### config.mk
export PLATFORM = sky130hd
export DESIGN_NAME = pkt_stream_rr_arbiter_flat
export DESIGN_NICKNAME = d
export VERILOG_FILES = /design/src/rtl/pkt_stream_rr_arbiter_if.sv /design/src/rtl/pkt_stream_rr_arbiter.sv /design/src/flat_wrapper.sv
export SDC_FILE = /design/constraint.sdc
export NUM_CORES = 1
export LEC_CHECK = 0
export CAP_MARGIN = 20
export CORE_MARGIN = 4
export CORE_UTILIZATION = 25
export CTS_CLUSTER_DIAMETER = 150
export DETAILED_ROUTE_END_ITERATION = 6
export DONT_BUFFER_PORTS = 1
export SYNTH_ARGS = -nofsm -noshare
export SYNTH_HDL_FRONTEND = slang
export SYNTH_SLANG_ARGS = --single-unit
### constraint.sdc
create_clock -name clk -period 5.9 [get_ports clk]
set_clock_uncertainty 0.2 [all_clocks]
set_input_delay 1.18 -clock clk [delete_from_list [all_inputs] [get_ports clk]]
set_output_delay 1.18 -clock clk [all_outputs]
set_load 0.03 [all_outputs]
### src/rtl/pkt_stream_rr_arbiter_if.sv
// Per-port packet stream inputs and the merged parser-facing output channel.
// master = environment (sources and parser), slave = arbiter.
interface pkt_stream_rr_arbiter_if #(
    parameter int NUM_PORTS = 4,
    parameter int WIN_BYTES = 8
);
    logic [NUM_PORTS*WIN_BYTES*8-1:0] in_data;
    logic [NUM_PORTS-1:0]             in_valid;
    logic [NUM_PORTS-1:0]             in_sop;
    logic [NUM_PORTS-1:0]             in_eop;
    logic [NUM_PORTS-1:0]             in_ready;
    logic [WIN_BYTES*8-1:0]           out_data;
    logic                             out_valid;
    logic                             out_sop;
    logic                             out_eop;
    logic                             out_ready;

    modport master (
        output in_data, in_valid, in_sop, in_eop, out_ready,
        input  in_ready, out_data, out_valid, out_sop, out_eop
    );

    modport slave (
        input  in_data, in_valid, in_sop, in_eop, out_ready,
        output in_ready, out_data, out_valid, out_sop, out_eop
    );
endinterface

### src/rtl/pkt_stream_rr_arbiter.sv
// Packet-atomic round-robin merge of NUM_PORTS streams onto one parser channel; orphan words dropped.
// Latency 1 (single output register), 1 word/cycle; only one port sees in_ready, and only when the register can take a word.
module pkt_stream_rr_arbiter #(
    parameter int NUM_PORTS = 4,
    parameter int WIN_BYTES = 8,
    parameter int CNT_W     = 32
) (
    input  logic                         clk,
    input  logic                         reset,
    pkt_stream_rr_arbiter_if.slave       bus,
    output logic [$clog2(NUM_PORTS)-1:0] grant_id,
    output logic                         busy,
    output logic [CNT_W-1:0]             pkt_cnt,
    output logic [CNT_W-1:0]             drop_cnt
);
    localparam int ID_W = $clog2(NUM_PORTS);
    localparam int DW   = WIN_BYTES * 8;
    localparam logic [ID_W-1:0] LAST_PORT = ID_W'(NUM_PORTS - 1);

    localparam logic [0:0] ST_IDLE = 1'b0;
    localparam logic [0:0] ST_PASS = 1'b1;

    logic [0:0]           state;
    logic [ID_W-1:0]      rr_ptr;
    logic [ID_W-1:0]      grant_q;
    logic [ID_W-1:0]      cand;
    logic [ID_W-1:0]      sel;
    logic                 cand_found;
    logic                 space;
    logic                 acc;
    logic                 load;
    logic                 sel_sop;
    logic                 sel_eop;
    logic [DW-1:0]        sel_data;
    logic [NUM_PORTS-1:0] rdy;

    function automatic logic [ID_W-1:0] next_port(input logic [ID_W-1:0] p);
        return (p == LAST_PORT) ? '0 : p + ID_W'(1);
    endfunction

    // First valid port at or after rr_ptr, wrapping.
    always_comb begin
        cand_found = 1'b0;
        cand       = '0;
        for (int i = 0; i < NUM_PORTS; i++) begin
            int              j;
            logic [ID_W-1:0] idx;
            j = int'(rr_ptr) + i;
            if (j >= NUM_PORTS) j = j - NUM_PORTS;
            idx = ID_W'(j);
            if (!cand_found && bus.in_valid[idx]) begin
                cand_found = 1'b1;
                cand       = idx;
            end
        end
    end

    assign space = !bus.out_valid || bus.out_ready;

    always_comb begin
        rdy = '0;
        sel = cand;
        if (state == ST_PASS) begin
            sel          = grant_q;
            rdy[grant_q] = space;
        end else if (cand_found) begin
            rdy[cand] = space;
        end
    end

    assign bus.in_ready = reset ? rdy : '0;

    assign acc      = |(rdy & bus.in_valid);
    assign sel_data = bus.in_data[int'(sel)*DW +: DW];
    assign sel_sop  = bus.in_sop[sel];
    assign sel_eop  = bus.in_eop[sel];
    assign load     = acc && ((state == ST_PASS) || sel_sop);

    assign busy     = (state == ST_PASS);
    assign grant_id = !reset ? '0 :
                      ((state == ST_IDLE) && cand_found) ? cand : grant_q;

    always_ff @(posedge clk or negedge reset) begin
        if (!reset) begin
            state         <= ST_IDLE;
            rr_ptr        <= '0;
            grant_q       <= '0;
            bus.out_valid <= 1'b0;
            bus.out_sop   <= 1'b0;
            bus.out_eop   <= 1'b0;
            bus.out_data  <= '0;
            pkt_cnt       <= '0;
            drop_cnt      <= '0;
        end else begin
            if ((state == ST_IDLE) && cand_found) begin
                grant_q <= cand;
            end

            if (load) begin
                bus.out_valid <= 1'b1;
                bus.out_data  <= sel_data;
                bus.out_sop   <= sel_sop;
                bus.out_eop   <= sel_eop;
            end else if (bus.out_ready) begin
                bus.out_valid <= 1'b0;
            end

            if (load && sel_eop) begin
                pkt_cnt <= pkt_cnt + CNT_W'(1);
            end
            // A non-sop word seen while no packet is open never reaches the parser.
            if (acc && (state == ST_IDLE) && !sel_sop) begin
                drop_cnt <= drop_cnt + CNT_W'(1);
            end

            if (load && sel_eop) begin
                state  <= ST_IDLE;
                rr_ptr <= next_port(sel);
            end else if (load) begin
                state <= ST_PASS;
            end
        end
    end
endmodule

### src/flat_wrapper.sv
// flat-port wrapper written by rule: the top's interface ports become plain ports
module pkt_stream_rr_arbiter_flat 
#(
    parameter int NUM_PORTS = 4,
    parameter int WIN_BYTES = 8,
    parameter int CNT_W     = 32
)
  (clk, reset, grant_id, busy, pkt_cnt, drop_cnt, bus_in_data, bus_in_valid, bus_in_sop, bus_in_eop, bus_out_ready, bus_in_ready, bus_out_data, bus_out_valid, bus_out_sop, bus_out_eop);
  pkt_stream_rr_arbiter_if #(.NUM_PORTS(NUM_PORTS), .WIN_BYTES(WIN_BYTES)) bus_i ();
  input  logic clk;
  input  logic reset;
  output logic [$clog2(NUM_PORTS)-1:0] grant_id;
  output logic busy;
  output logic [CNT_W-1:0] pkt_cnt;
  output logic [CNT_W-1:0] drop_cnt;
  input wire logic [$bits(bus_i.in_data)-1:0] bus_in_data;
  input wire logic [$bits(bus_i.in_valid)-1:0] bus_in_valid;
  input wire logic [$bits(bus_i.in_sop)-1:0] bus_in_sop;
  input wire logic [$bits(bus_i.in_eop)-1:0] bus_in_eop;
  input wire logic [$bits(bus_i.out_ready)-1:0] bus_out_ready;
  output wire logic [$bits(bus_i.in_ready)-1:0] bus_in_ready;
  output wire logic [$bits(bus_i.out_data)-1:0] bus_out_data;
  output wire logic [$bits(bus_i.out_valid)-1:0] bus_out_valid;
  output wire logic [$bits(bus_i.out_sop)-1:0] bus_out_sop;
  output wire logic [$bits(bus_i.out_eop)-1:0] bus_out_eop;
  assign bus_i.in_data = bus_in_data;
  assign bus_i.in_valid = bus_in_valid;
  assign bus_i.in_sop = bus_in_sop;
  assign bus_i.in_eop = bus_in_eop;
  assign bus_i.out_ready = bus_out_ready;
  assign bus_in_ready = bus_i.in_ready;
  assign bus_out_data = bus_i.out_data;
  assign bus_out_valid = bus_i.out_valid;
  assign bus_out_sop = bus_i.out_sop;
  assign bus_out_eop = bus_i.out_eop;
  pkt_stream_rr_arbiter #(.NUM_PORTS(NUM_PORTS), .WIN_BYTES(WIN_BYTES), .CNT_W(CNT_W)) u_core (.clk(clk), .reset(reset), .bus(bus_i), .grant_id(grant_id), .busy(busy), .pkt_cnt(pkt_cnt), .drop_cnt(drop_cnt));
endmodule
---- Word-level counts from Yosys, hierarchy flattened ----
Cells that the tools add are included.
word-level totals
  bits in registers ....................... 136
  bits in latches ......................... 0
  bits in writable memories ............... 0
  memory bits (read-only) ................. 0
  input bits .............................. 271
  logic and storage cells ................. 97
  memories ................................ 0
cells by class
  $add $sub $neg .......................... 10
  multiply operators ...................... 0
  divide/modulo/power cells ............... 0
  $lt $le $gt $ge ......................... 13
  equality and inequality tests ........... 1
  shifts and indexed selects .............. 1
  multiplexer cells ....................... 39
  bitwise logic cells ..................... 4
  reductions and logical operators ........ 20
operator list
  cell                                                         number
  variable part select 256 x 9 -> 64 bit                       1
  adder 32 x 1 -> 32 bit (second input constant)               2
  two-way mux 2 bit                                            12
  less-than comparator 2 x 3 -> 1 bit (second input constant)  7
  two-way mux 1 bit                                            16
  bitwise AND 4 bit                                            3
  binary-select mux 1 bit (select 2 bit)                       6
  two-way mux 4 bit                                            3
  logical AND 1 bit                                            10
  >= comparator 3 bit (second input constant)                  3
  subtractor 2 x 1 -> 2 bit (second input constant)            4
  adder 2 x 2 -> 3 bit (second input constant)                 2
  logical NOT 1 bit                                            5
  demux 1 bit (select 2 bit)                                   2
  >= comparator 2 x 1 -> 1 bit (second input constant)         2
  nonzero test 2 bit                                           2
  OR reduction 4 bit                                           1
  adder 2 x 1 -> 3 bit (second input constant)                 1
  >= comparator 2 x 3 -> 1 bit (second input constant)         1
  adder 2 x 1 -> 2 bit (second input constant)                 1
  equality test 2 bit (second input constant)                  1
  logical OR 1 bit                                             2
  inverter 1 bit                                               1

---- Depth between registers and ports, before layout ----
  depth after elaboration ................. 26
  depth in mapped cells ................... 10
  gate-level depth less buffers ........... 7

---- Worst setup path after synthesis ----
Ideal clock, no wire load.
  path kind ............................... input to output
  from .................................... in bus_in_valid[0]
  to ...................................... out bus_in_ready[3]
  arrival time ............................ 2,489 ps
  required time ........................... 4,520 ps
  path slack .............................. 2,031 ps
  stages on the path ...................... 5
  buffers on the path ..................... 0
  path through ............................ and2_1 > and2_4 > nor3_1 > a32oi_1 > nor2b_1
between the ends
  word-level cells in the longest chain between the ends .. 20
ends and longest elaborated chain
  item                                                                                                              line                         source
  start, declared                                                                                                   flat_wrapper.sv:17           input wire logic [$bits(bus_i.in_valid)-1:0] bus_in_valid;
  binary-select mux 1 bit (select 2 bit)                                                                            pkt_stream_rr_arbiter.sv:51  if (!cand_found && bus.in_valid[idx]) begin
  two-way mux 1 bit (implied by the code)                                                                           pkt_stream_rr_arbiter.sv:51
  two-way mux 1 bit                                                                                                 pkt_stream_rr_arbiter.sv:51
  logical NOT 1 bit                                                                                                 pkt_stream_rr_arbiter.sv:51
  logical AND 1 bit                                                                                                 pkt_stream_rr_arbiter.sv:51
  two-way mux 1 bit                                                                                                 pkt_stream_rr_arbiter.sv:51
  logical NOT 1 bit                                                                                                 pkt_stream_rr_arbiter.sv:51
  logical AND 1 bit                                                                                                 pkt_stream_rr_arbiter.sv:51
  (+4 left out)                                                                                                     n/a
  less-than comparator 2 x 3 -> 1 bit (implied by the code) / >= comparator 2 x 1 -> 1 bit (equally long branches)  pkt_stream_rr_arbiter.sv:67  rdy[cand] = space;
  logical AND 1 bit (implied by the code)                                                                           pkt_stream_rr_arbiter.sv:67
  two-way mux 1 bit (implied by the code)                                                                           pkt_stream_rr_arbiter.sv:67
  demux 1 bit (select 2 bit)                                                                                        n/a
  bitwise AND 4 bit (no source line)                                                                                n/a
  two-way mux 4 bit *                                                                                               pkt_stream_rr_arbiter.sv:66  end else if (cand_found) begin
  two-way mux 4 bit *                                                                                               pkt_stream_rr_arbiter.sv:63  if (state == ST_PASS) begin
  two-way mux 4 bit *                                                                                               pkt_stream_rr_arbiter.sv:71  assign bus.in_ready = reset ? rdy : '0;
  end, declared                                                                                                     flat_wrapper.sv:21           output wire logic [$bits(bus_i.in_ready)-1:0] bus_in_ready;
Mark *: on every way between the ends. The rest lies on a longest branch, timed or not. The select of a mux whose other input is x is not followed.

---- Worst setup path after layout ----
Ends and elaborated chain as after synthesis.

==> run_results.csv <==
group,metric,value,unit
outcome,outcome,"completed",
floorplanning,num_rows,65,
logic_synthesis,synthArstFlopShare,100,%
clock_tree,post_cts_buffers,0,
grt,grt_pass1_vias,6575,
power_and_ir_drop,p_per_area,630,nW/um2
power_and_ir_drop,vdd.ir_drop.worst,0.294,mV
routing,avgViaCountPerCell,5.41,
floorplanning,core_area,31600,um2
grt,grt_use_total,14.7,%
power_and_ir_drop,p_leak,3.97,nW
clock_tree,cts.path.max_buffers,2,
grt,antenna_found_initial,1,
layout,drive_gt1_share,7.88,%
routing,dr.first_iter.drc_count,470,
routing,antenna_left,0,
run,drv_cap,0,
placed_design,io_buffer_count,0,
layout,nFillCells,3338,
clock_tree,clkTransAtPathRegs,70,ps
timing,slew_violations,0,
worst_setup_path,path_class,"in -> out",
grt,grt_pass1_wl,40900,um
worst_setup_path,path_max_fanout,5,
clock_tree,clock-sinks,136,
grt,grt_max_degree,143,
power_and_ir_drop,p_total,5.63,mW
timing,rsz0062_at_grt,"no",
logic_synthesis,synth_edf_count,0,
timing,min_period,4090,ps
placed_design,hpwlAfterDp,20300,um
worst_setup_path,reg2reg_depth,7,
layout,fin_nets,1098,
timing,clock.fmax,244,MHz
timing,final-hold-violation-count,0,
logic_synthesis,synth_cells,862,
floorplanning,die_x,187,um
logic_synthesis,synth_fp_nets,1135,
logic_synthesis,yosys.area.top_type,"dfrtp_1",
floorplanning,die-area,35100,um2
layout,syn2layout_area_growth,11.2,%
logic_synthesis,synth_area,8040,um2
clock_tree,clockRootBuffer,"clkbuf_16",
clock_tree,ctsHoldBuffers,0,
timing,max_slew_margin,33.1,%
worst_setup_path,cp-end-kind,"output pin",
routing,dr.pass1.iters,5,
grt,grt-ovfl-total,0,
routing,drc,0,
worst_setup_path,reg2reg_slack,2190,ps
layout,final_common_cell,"nand2_1",
floorplanning,die_h,187,um
floorplanning,io_pins,409,
worst_setup_path,cp.arrival,2710,ps
routing,post_drt_wl_per_cell,21.5,um
layout,utilization,28.3,%
worst_setup_path,worstPathRequired,4520,ps
clock_tree,cts_max_level,4,
worst_setup_path,r2r-end,"u_core.bus.out_data[9]",
logic_synthesis,yosysSeqAreaShare,42.3,%
worst_setup_path,critPathLaunchType,"input port",
logic_synthesis,netlist_top_cells_area,"dfrtp_1 42%, nand2_1 7.5%, a311oi_1 7.0%",
logic_synthesis,syn_area_per_cell,9.33,um2
clock_tree,tritoncts,"built",
timing,setup_viol,0,
timing,period_share,69.4,%
worst_setup_path,regToRegStartpoint,"u_core.busy",
floorplanning,start_util,25.4,%
layout,num_antenna_cells,0,
logic_synthesis,synth_seq_cells,136,
clock_tree,cts_buffers,17,
logic_synthesis,yosys_warnings,0,
layout,final_cell_mix,"160 x nand2_1, 136 x dfrtp_1, 76 x and2_1, 66 x a21o_1",
logic_synthesis,yosysTopAreaCellShare,42.3,%
clock_tree,clock_latency,430,ps
routing,wirelength,26700,um
timing,fin_tns_setup,0,ps
timing,worst_pin_slew,1000,ps
logic_synthesis,synth_cell_types,55,
placed_design,place_congestion,0.837,
clock_tree,cts_resized,0,
min_path,hold_path_class,"in -> async",
routing,num_vias,6705,
logic_synthesis,ys.flop_type,"dfrtp_1",
==> area by class of cell <==
class	count	area (um2)	share of cell area, %
sequential	136	3400	38.1
inverter	3	11.3	0.126
timing repair buffer	11	95.1	1.06
multi-input combinational	656	4360	48.8
tap	402	503	5.63
clock buffer	18	439	4.91
clock inverter	14	129	1.44
==> sequential cells by signal, indices dropped and copies added, names as in the netlist <==
signal,flops
u_core.bus.out_data,64
u_core.bus.out_eop,1
u_core.bus.out_sop,1
u_core.bus.out_valid,1
u_core.busy,1
u_core.drop_cnt,32
u_core.grant_q,2
u_core.pkt_cnt,32
u_core.rr_ptr,2
==> cells by family (layout without fill, tap and decap cells) <==
kind of cell / Yosys count / count (layout) / share of synthesized area, %
simple gates: 359 / 359 / 22.6
compound gates: 224 / 224 / 22.6
flops: 136 / 136 / 42.3
buf+inv: 70 / 46 / 3.92
xor+xnor: 63 / 63 / 6.86
mux: 8 / 8 / 1.38
fa+ha+maj: 2 / 2 / 0.311
==> layer usage <==
| metal | up-vias | part of all wire (%) | track usage [%] |
|---|---|---|---|
| met5 | - | 0.026 | 0 |
| met4 | 2 | 1.8 | 4.12 |
| met3 | 28 | 7.9 | 4.76 |
| met2 | 314 | 48 | 23.6 |
| met1 | 3289 | 42 | 19.2 |
| li1 | 3072 | - | - |
==> worst max-delay path by stage <==
stage,endpoint,from,slack (ps),cells after the start
after floorplan,bus_in_ready[3],bus_in_valid[0],2030,5
after global placement,u_core.bus.out_data[2],bus_in_valid[1],1680,8
after detailed placement,u_core.bus.out_data[33],bus_in_valid[1],1640,8
after CTS,bus_in_ready[3],bus_in_valid[0],1820,5
after global routing,bus_in_ready[3],bus_in_valid[0],1710,5
final,bus_in_ready[3],bus_in_valid[0],1810,5
==> where the power goes <==
group	switching (mW)	internal [mW]
logic	1.58	0.936
registers	0.849	1.23
clock network	0.471	0.569
total	2.90	2.73
==> worst max-delay path, cell delays in order <==
cell and delay [ps]:
and2_1 150, and2_4 180, nor3_1 480, a32oi_1 200, nor2b_1 520
==> stage by stage <==
stage | cell area, um2 | hold WS (ps) | std cells | worst slack, ps
finish | 8940 | 248 | 1240 | 1810
global placement | 8370 | 381 | 1208 | 1680
detailed placement | 8370 | 400 | 1208 | 1640
CTS | 8940 | 204 | 1240 | 1820
global route | 8940 | 201 | 1240 | 1710
floorplan | 8040 | 341 | 862 | 2030
==> synthesized netlist by cell type, types with 6 or more instances <==
master    count
buf_4         6
xor2_1       29
a21o_1       66
and2_1       76
clkbuf_1     41
xnor2_1      34
a211oi_1     64
dfrtp_1     136
nand2_1     160
buf_2        18
a311oi_1     64
and3_1       17
nand2b_1      8
nor3_1       12
nor2_1       17
nand4_1      22
nand3_1      22
Power figures use the tool's default switching activity.
